**src/rtl/regfile_wport_arbiter_if.sv**
```systemverilog
// regfile_wport_arbiter_if: write-port, aux handshake, scoreboard and stall signals of the register-file write arbiter.
interface regfile_wport_arbiter_if;
  logic        wb_we;
  logic [2:0]  wb_rd;
  logic [15:0] wb_data;
  logic        aux_valid;
  logic [2:0]  aux_rd;
  logic [15:0] aux_data;
  logic        aux_ready;
  logic        aux_claim;
  logic [2:0]  aux_claim_rd;
  logic [2:0]  rs1;
  logic [2:0]  rs2;
  logic        rf_we;
  logic [2:0]  rf_waddr;
  logic [15:0] rf_wdata;
  logic [7:0]  pending;
  logic        raw_stall;
  logic        pipe_stall;
  modport slave (
    input  wb_we, wb_rd, wb_data, aux_valid, aux_rd, aux_data, aux_claim, aux_claim_rd, rs1, rs2,
    output aux_ready, rf_we, rf_waddr, rf_wdata, pending, raw_stall, pipe_stall
  );
  modport master (
    output wb_we, wb_rd, wb_data, aux_valid, aux_rd, aux_data, aux_claim, aux_claim_rd, rs1, rs2,
    input  aux_ready, rf_we, rf_waddr, rf_wdata, pending, raw_stall, pipe_stall
  );
endinterface

```
**src/rtl/regfile_wport_arbiter.sv**
```systemverilog
// regfile_wport_arbiter: shares the register-file write port between write-back and an aux unit,
// with an aux scoreboard for RAW stalls and a one-cycle pipeline freeze to bound aux starvation.
module regfile_wport_arbiter #(
  parameter int STARVE_LIMIT = 4,
  parameter bit ZERO_REG_RO  = 1'b1
) (
  input logic                    clk,
  input logic                    rst_n,
  regfile_wport_arbiter_if.slave bus
);
  typedef enum logic {S_ARB, S_FORCE} state_t;
  state_t      r_state;
  logic [3:0]  r_cnt;
  logic        r_we;
  logic [2:0]  r_waddr;
  logic [15:0] r_wdata;
  logic [7:0]  r_pending;
  logic        w_wb_eff, w_aux_eff, w_force, w_acc, w_starve, w_grant_aux, w_grant_wb;
  logic [3:0]  w_cnt_inc;
  logic [7:0]  w_clr, w_set;
  always_comb begin
    w_wb_eff    = bus.wb_we && !(ZERO_REG_RO && bus.wb_rd == 3'd0);
    w_aux_eff   = bus.aux_valid && !(ZERO_REG_RO && bus.aux_rd == 3'd0);
    w_force     = r_state == S_FORCE;
    w_acc       = bus.aux_valid && (w_force || !w_wb_eff);
    w_grant_aux = w_acc && w_aux_eff;
    w_grant_wb  = w_wb_eff && !w_force;
    w_starve    = bus.aux_valid && !w_acc;
    w_cnt_inc   = (r_cnt == 4'(STARVE_LIMIT)) ? r_cnt : r_cnt + 4'd1;
    w_clr       = w_acc ? 8'd1 << bus.aux_rd : 8'd0;
    w_set       = (bus.aux_claim && !(ZERO_REG_RO && bus.aux_claim_rd == 3'd0)) ? 8'd1 << bus.aux_claim_rd : 8'd0;
  end
  assign bus.aux_ready  = w_acc;
  assign bus.pipe_stall = w_force && bus.aux_valid;
  assign bus.raw_stall  = r_pending[bus.rs1] | r_pending[bus.rs2];
  assign bus.rf_we      = r_we;
  assign bus.rf_waddr   = r_waddr;
  assign bus.rf_wdata   = r_wdata;
  assign bus.pending    = r_pending;
  // Set is OR-ed in after the clear so a same-cycle claim of the accepted register wins.
  always_ff @(posedge clk or negedge rst_n) begin
    if (!rst_n) begin
      r_state   <= S_ARB;
      r_cnt     <= 4'd0;
      r_we      <= 1'b0;
      r_waddr   <= 3'd0;
      r_wdata   <= 16'd0;
      r_pending <= 8'd0;
    end else begin
      r_state   <= (w_starve && w_cnt_inc == 4'(STARVE_LIMIT)) ? S_FORCE : S_ARB;
      r_cnt     <= w_starve ? w_cnt_inc : 4'd0;
      r_we      <= w_grant_aux || w_grant_wb;
      r_waddr   <= w_grant_aux ? bus.aux_rd : w_grant_wb ? bus.wb_rd : r_waddr;
      r_wdata   <= w_grant_aux ? bus.aux_data : w_grant_wb ? bus.wb_data : r_wdata;
      r_pending <= (r_pending & ~w_clr) | w_set;
    end
  end
endmodule

```
**src/flat_wrapper.sv**
```systemverilog
// flat-port wrapper written by rule: the top's interface ports become plain ports
module regfile_wport_arbiter_flat 
#(
  parameter int STARVE_LIMIT = 4,
  parameter bit ZERO_REG_RO  = 1'b1
)
  (clk, rst_n, bus_wb_we, bus_wb_rd, bus_wb_data, bus_aux_valid, bus_aux_rd, bus_aux_data, bus_aux_claim, bus_aux_claim_rd, bus_rs1, bus_rs2, bus_aux_ready, bus_rf_we, bus_rf_waddr, bus_rf_wdata, bus_pending, bus_raw_stall, bus_pipe_stall);
  regfile_wport_arbiter_if bus_i ();
  input logic clk;
  input logic rst_n;
  input wire logic [$bits(bus_i.wb_we)-1:0] bus_wb_we;
  input wire logic [$bits(bus_i.wb_rd)-1:0] bus_wb_rd;
  input wire logic [$bits(bus_i.wb_data)-1:0] bus_wb_data;
  input wire logic [$bits(bus_i.aux_valid)-1:0] bus_aux_valid;
  input wire logic [$bits(bus_i.aux_rd)-1:0] bus_aux_rd;
  input wire logic [$bits(bus_i.aux_data)-1:0] bus_aux_data;
  input wire logic [$bits(bus_i.aux_claim)-1:0] bus_aux_claim;
  input wire logic [$bits(bus_i.aux_claim_rd)-1:0] bus_aux_claim_rd;
  input wire logic [$bits(bus_i.rs1)-1:0] bus_rs1;
  input wire logic [$bits(bus_i.rs2)-1:0] bus_rs2;
  output wire logic [$bits(bus_i.aux_ready)-1:0] bus_aux_ready;
  output wire logic [$bits(bus_i.rf_we)-1:0] bus_rf_we;
  output wire logic [$bits(bus_i.rf_waddr)-1:0] bus_rf_waddr;
  output wire logic [$bits(bus_i.rf_wdata)-1:0] bus_rf_wdata;
  output wire logic [$bits(bus_i.pending)-1:0] bus_pending;
  output wire logic [$bits(bus_i.raw_stall)-1:0] bus_raw_stall;
  output wire logic [$bits(bus_i.pipe_stall)-1:0] bus_pipe_stall;
  assign bus_i.wb_we = bus_wb_we;
  assign bus_i.wb_rd = bus_wb_rd;
  assign bus_i.wb_data = bus_wb_data;
  assign bus_i.aux_valid = bus_aux_valid;
  assign bus_i.aux_rd = bus_aux_rd;
  assign bus_i.aux_data = bus_aux_data;
  assign bus_i.aux_claim = bus_aux_claim;
  assign bus_i.aux_claim_rd = bus_aux_claim_rd;
  assign bus_i.rs1 = bus_rs1;
  assign bus_i.rs2 = bus_rs2;
  assign bus_aux_ready = bus_i.aux_ready;
  assign bus_rf_we = bus_i.rf_we;
  assign bus_rf_waddr = bus_i.rf_waddr;
  assign bus_rf_wdata = bus_i.rf_wdata;
  assign bus_pending = bus_i.pending;
  assign bus_raw_stall = bus_i.raw_stall;
  assign bus_pipe_stall = bus_i.pipe_stall;
  regfile_wport_arbiter #(.STARVE_LIMIT(STARVE_LIMIT), .ZERO_REG_RO(ZERO_REG_RO)) u_core (.clk(clk), .rst_n(rst_n), .bus(bus_i));
endmodule
```
**config.mk**
```make
export PLATFORM = sky130hd
export DESIGN_NAME = regfile_wport_arbiter_flat
export DESIGN_NICKNAME = d
export VERILOG_FILES = /design/src/rtl/regfile_wport_arbiter_if.sv /design/src/rtl/regfile_wport_arbiter.sv /design/src/flat_wrapper.sv
export SDC_FILE = /design/constraint.sdc
export NUM_CORES = 1
export LEC_CHECK = 0
export CORE_MARGIN = 4
export CORE_UTILIZATION = 43
export CTS_BUF_LIST = sky130_fd_sc_hd__clkbuf_4
export CTS_CLUSTER_SIZE = 16
export DETAILED_ROUTE_END_ITERATION = 10
export PLACE_DENSITY = 0.82
export SLEW_MARGIN = 20
export SYNTH_ARGS = -nofsm -noshare
export SYNTH_HDL_FRONTEND = slang
export SYNTH_SLANG_ARGS = --single-unit
```
**constraint.sdc**
```tcl
create_clock -name clk -period 3.6 [get_ports clk]
set_input_delay 0.72 -clock clk [delete_from_list [all_inputs] [get_ports clk]]
set_output_delay 0.72 -clock clk [all_outputs]
set_load 0.005 [all_outputs]
```
==> flow_summary.toml, run 1 <==
[status]
status = "complete, no violations"

[run]
cap_violations = 0

[logic_synthesis]
ys_seq_area_share_pct = 41.67
synth-edff-count = 0
ys_warn_count = 0
synth.avg_cell_area_um2 = 12.46
synth_top_area_cell = "dfrtp_1"
synth_area_um2 = 1982
synthDistinctLibCells = 40
ys_ff_latch = 33
synth_top_area_share_pct = 41.67
synth_async_sr_flop_share_pct = 100.0
syn_nets = 213
yosys-top-cells-area = "dfrtp_1, mux2_4, mux2_2"
synth_ff_type = "dfrtp_1"
postSynthCellCount = 159

[setup_path]
cp_slowest_cell = "clkdlybuf4s50_1"
crit_top_cell = "clkdlybuf4s50_1"
critPathLaunchType = "input pin"
slowest_delay_ns = 0.56
worst-path-max-fanout = 8
critical_path_buf_inv_count = 2
critical_path.cell_chain = "clkdlybuf4s50_1 > or3_1 > a21boi_4 > clkdlybuf4s50_1"
worstPathArrival_ns = 2.44
worst-setup-path-type = "in2out"
critPathRequiredTime_ns = 2.88
crit_path_end_kind = "output pin"
crit_family = "buffers and inverters"

[timing]
worstMarginPinSlew_ns = 0.4336
finalSetupTns_ns = 0
setup_viol = 0
rsz0062_at_grt = "no"
min_period_ns = 3.163
hold_viol_final = 0
max_freq_ghz = 0.3162
period_share_pct = 87.86
slew_headroom_pct = 71.09
slew_viol_final = 0
skew_ns = 0.004163

[route]
num_vias = 1581
remaining_drc_errors = 0
wirelength_mm = 4.634
drt-vias-per-instance = 5.378
ant_nets = 0
wl_per_cell_um = 15.76
drt_first_pass_iters = 4
drt_iter0_markers = 84

[layout]
num-nets-final = 295
drive_gt1_share_pct = 21.49
finish.instance_area_um2 = 2851
final_cell_mix = "clkdlybuf4s50_1, dfrtp_1, mux2_4"
nFillCells = 336
post-route-util_pct = 64.60
num_antenna_cells = 0
areaGrowthSynthToFinish_pct = 43.88
final_common_cell = "clkdlybuf4s50_1"

[cts]
cts-buffers-inserted = 5
clk-insertion-delay-late_ns = 0.34
tritoncts = "built"
cts_setup_buffers = 0
clock-sinks = 33
cts_hold_buf = 0
ctsHtreeMaxLevel = 2
clock_path_buffers = 2
clk_pin_slew_ns = 0.11
ctsRootBufferMaster = "clkbuf_4"
cts.repair.resized = 0

[power_and_ir_drop]
p_switching_mw = 0.2756
cellLeakagePower_nw = 1.203
comb_power_share_pct = 33.3
swShare_pct = 27.90
pwr-share-seq_pct = 45.7
power_density_nw_per_um2 = 346.5
power.internal_mw = 0.7123
p_clk_share_pct = 21.0
power_mw = 0.9879
vdd_drop_max_uv = 234.5

[global_routing]
antenna_found_initial = 0
grt_overflow = 0
grt_usage_pct = 17.03
grt_max_degree = 34
grt_pass1_vias = 1588
grt_first_pass_wirelength_mm = 7.362

[placement]
hpwl_mm = 3.409
placed_area_um2 = 2796
portBuffers = 82
gp_congestion = 0.7935

[floorplanning]
core_area_um2 = 4414
die-area_um2 = 5759
num_rows = 24
start_util_pct = 44.90
die_x_um = 75.89
die_h_um = 75.89
ios = 83

[hold_path]
hold_class = "reg2reg"
-- Yosys cell counts, types with 2 or more instances --
master and n:
nand3b_1 4, a211oi_1 2, and3_1 2, buf_6 4, a222oi_1 3, nor2_1 6, mux4_2 4, mux2i_1 3
ha_1 2, nor2b_1 3, and2_1 2, inv_1 7, buf_4 3, nand2_1 4, mux2_2 13, nand4_1 2
nor3b_1 2, a31oi_1 7, nand3_1 3, buf_2 2, a21oi_1 10, mux2_4 19, o21ai_0 3, dfrtp_1 33
-- per-stage QoR --
| step | instances | worst slack [ns] | hold WS [ns] |
|---|---|---|---|
| 3_3_place_gp | 286 | 0.4475 | 0.5441 |
| 5_1_grt | 294 | 0.3671 | 0.6273 |
| 6_report | 294 | 0.4369 | 0.5698 |
| 4_1_cts | 294 | 0.4422 | 0.5847 |
| 3_5_place_dp | 286 | 0.4645 | 0.5577 |
| 2_1_floorplan | 159 | 1.422 | 0.4244 |
-- layer usage --
layer  vias up  share of wire [%]  GRT usage, %
li1        753                  -             -
met1       768                 41         19.95
met2        54                 49         29.09
met3         6                8.6         6.069
met4         0                1.2         5.243
met5         -                  0             0
-- power groups by stage --
stage               registers, mW  logic [mW]  clock network [mW]
detailed placement          0.458       0.332                   0
floorplan                   0.454       0.153                   0
global route                0.458       0.356               0.233
CTS                         0.452       0.334               0.218
finish                      0.452       0.329               0.208
global placement            0.456       0.326                   0
-- worst min-delay path, delay by kind of cell, from the launching register on --
kind / cells / cell delay (ns)
flip-flops: 1 / 0.36
AO/OA/AOI/OAI: 2 / 0.18
-- cells by family (layout without fill, tap and decap cells) --
group / after synthesis / after routing / synth area share (%)
simple gates: 34 / 34 / 10.42
xor+xnor: 1 / 1 / 0.4420
compound gates: 32 / 32 / 11.93
fa+ha+maj: 2 / 2 / 1.262
mux: 39 / 39 / 27.84
flops: 33 / 33 / 41.67
buf+inv: 18 / 101 / 6.439
-- path summary, 6_finish.rpt --
kind	start	end	slack [ns]	cells after the start
min in group asynchronous	rst_n	u_core.bus.pending[7]	0.78	2
max reg2reg	u_core.r_cnt[0]	u_core.r_state	2.13	4
max	bus_wb_rd[1]	bus_aux_ready	0.44	4
max in group asynchronous	rst_n	u_core.bus.pending[4]	2.52	2
min reg2reg	u_core.bus.rf_waddr[0]	u_core.bus.rf_waddr[0]	0.57	2
min	u_core.bus.rf_waddr[0]	u_core.bus.rf_waddr[0]	0.57	2
-- sequential cells by signal, indices dropped and copies added, names as in the netlist --
| register | flops |
|---|---|
| u_core.bus.rf_wdata | 16 |
| u_core.bus.rf_we | 1 |
| u_core.r_cnt | 4 |
| u_core.r_state | 1 |
| u_core.bus.rf_waddr | 3 |
| u_core.bus.pending | 8 |
-- layout make-up --
| class | count | area [µm²] | share of cell area, % |
|---|---|---|---|
| inverters | 7 | 26.28 | 0.9215 |
| well taps | 52 | 65.06 | 2.282 |
| clock inverters | 3 | 17.52 | 0.6143 |
| multi-input cells | 108 | 1028 | 36.07 |
| flip-flops and latches | 33 | 825.8 | 28.96 |
| clock buffers | 5 | 37.54 | 1.316 |
| repair buffers | 86 | 850.8 | 29.84 |
Note: power is estimated with default switching activity, not from simulation.
==> run 2: changes to the inputs <==
Settings changed: ABC_CLOCK_PERIOD_IN_PS from default to 3600, CORE_MARGIN 4 to 5, SLEW_MARGIN 20 to default.
==> run 2 against run 1 <==
Final cell count did not move. Core utilization rose by 0.11 points. Die area rose by 5.3%. Critical endpoint unchanged. Setup slack improved by 0.0068 ns. Sequential share of layout area fell by 0.051 points. Sequential power barely moved.
==> flow_summary.toml, run 2 (same netlist as run 1, synthesis figures left out) <==
[status]
status = "complete, no violations"

[timing]
slew_viol_final = 0
worstMarginPinSlew_ns = 0.4133
max_freq_ghz = 0.3168
period_share_pct = 87.67
setup_viol = 0
min_period_ns = 3.156
skew_ns = 0.009119
slew_headroom_pct = 72.45
setup_ws_ns = 0.4437
finalSetupTns_ns = 0
hold_viol_final = 0
rsz0062_at_grt = "no"

[floorplanning]
die_h_um = 77.89
num_rows = 24
start_util_pct = 44.90
die_x_um = 77.89
core_area_um2 = 4414
ios = 83
die-area_um2 = 6067

[setup_path]
slowest_delay_ns = 0.55
critPathRequiredTime_ns = 2.88
worstSetupEndpoint = "bus_aux_ready"
timing.rr.start = "u_core.r_state"
worst-setup-path-type = "in2out"
r2r_slack_ns = 2.10
critPathLaunchType = "input pin"
startpoint = "bus_wb_rd[1]"
crit_top_cell = "clkdlybuf4s50_1"
critical_path_buf_inv_count = 2
cp.depth = 4
cp_slowest_cell = "clkdlybuf4s50_1"
crit_family = "buffers and inverters"
worstPathArrival_ns = 2.44
reg2reg_depth = 4
worst-path-max-fanout = 8
critical_path.cell_chain = "clkdlybuf4s50_1 > or3_1 > a21boi_4 > clkdlybuf4s50_1"
r2r_end = "u_core.bus.rf_wdata[0]"
crit_path_end_kind = "output pin"

[placement]
gp_congestion = 0.8104
dp.cells = 286
dpl_worst_slack_ns = 0.4257
portBuffers = 82
hpwl_mm = 3.651

[hold_path]
hold_depth = 2
hold_class = "reg2reg"

[route]
drt_first_pass_iters = 4
remaining_drc_errors = 0
wirelength_mm = 4.640
ant_nets = 0
wl_per_cell_um = 15.78
drt_iter0_markers = 189
drt-vias-per-instance = 5.412
num_vias = 1591

[cts]
clk-insertion-delay-late_ns = 0.33
ctsHtreeMaxLevel = 2
clk_pin_slew_ns = 0.09
cts-buffers-inserted = 5
tritoncts = "built"
cts.repair.resized = 0
ctsRootBufferMaster = "clkbuf_4"
cts_setup_buffers = 0
cts_hold_buf = 0
clock-sinks = 33
clock_path_buffers = 2

[power_and_ir_drop]
power_mw = 0.9979
pwr-share-seq_pct = 45.2
p_clk_share_pct = 21.8
comb_power_share_pct = 33.0
power_density_nw_per_um2 = 349.3
swShare_pct = 25.92
cellLeakagePower_nw = 1.208
vdd_drop_max_uv = 205.7
power.internal_mw = 0.7393
p_switching_mw = 0.2586

[global_routing]
grt_usage_pct = 15.63
grt_first_pass_wirelength_mm = 7.748
antenna_found_initial = 0
grt_overflow = 0
grt_pass1_vias = 1701
grt_max_degree = 34

[layout]
drive_gt1_share_pct = 21.49
num-nets-final = 295
areaGrowthSynthToFinish_pct = 44.13
largest_reg_flops = 16
num_antenna_cells = 0
layoutNonFillerInstCount = 294
final_cell_mix = "clkdlybuf4s50_1, dfrtp_1, mux2_4"
final_common_cell = "clkdlybuf4s50_1"

[run]
cap_violations = 0
==> run 2: changes by cell type in the layout (fill, tap and decap cells not counted), sizes merged <==
cell / change
clkbuf: +3
clkinv: -2
clkinvlp: -1
==> run 2: worst min path at each step <==
stage	startpoint	endpoint
floorplan	rst_n	u_core.bus.pending[0]
global placement	u_core.bus.rf_waddr[0]	u_core.bus.rf_waddr[0]
detailed placement	u_core.bus.rf_waddr[1]	u_core.bus.rf_waddr[1]
CTS	u_core.bus.rf_waddr[1]	u_core.bus.rf_waddr[1]
global route	u_core.bus.rf_waddr[1]	u_core.bus.rf_waddr[1]
finish	u_core.bus.rf_waddr[0]	u_core.bus.rf_waddr[0]
==> run 2: metrics by stage <==
step	instance area (µm²)	util (%)	hold slack, ns
global route	2856	64.71	0.6270
CTS	2856	64.71	0.5773
detailed placement	2796	63.35	0.5563
global placement	2796	63.35	0.5518
finish	2856	64.71	0.5712
floorplan	1982	-	0.4244
==> run 2: worst min-delay path, cell delays in order, from the launching register on <==
cell	delay [ns]
dfrtp_1	0.35
a222oi_1	0.07
a21oi_1	0.11
==> run 2: cell type report <==
class / instances / area [µm²]
Timing Repair Buffer: 86 / 850.8
Inverter: 7 / 26.28
Clock buffer: 8 / 60.06
Sequential cell: 33 / 825.8
Tap cell: 52 / 65.06
Multi-Input combinational cell: 108 / 1028
Fill cell: 363 / 1558
==> run 2: routing by layer <==
layer | global-route usage (%) | part of all wire [%] | routed length, µm | vias to the layer above
met4 | 4.561 | 1.2 | 57 | 0
met1 | 17.77 | 40 | 1851 | 765
met2 | 28.21 | 51 | 2383 | 64
met3 | 4.514 | 7.5 | 347 | 8
li1 | - | - | - | 754
met5 | 0 | 0 | 0 | -
==> run 2: power groups by stage <==
stage	logic, mW	registers (mW)	clock network [mW]
floorplan	0.153	0.454	0
global placement	0.325	0.457	0
detailed placement	0.333	0.459	0
CTS	0.334	0.452	0.223
global route	0.357	0.458	0.238
finish	0.329	0.451	0.218
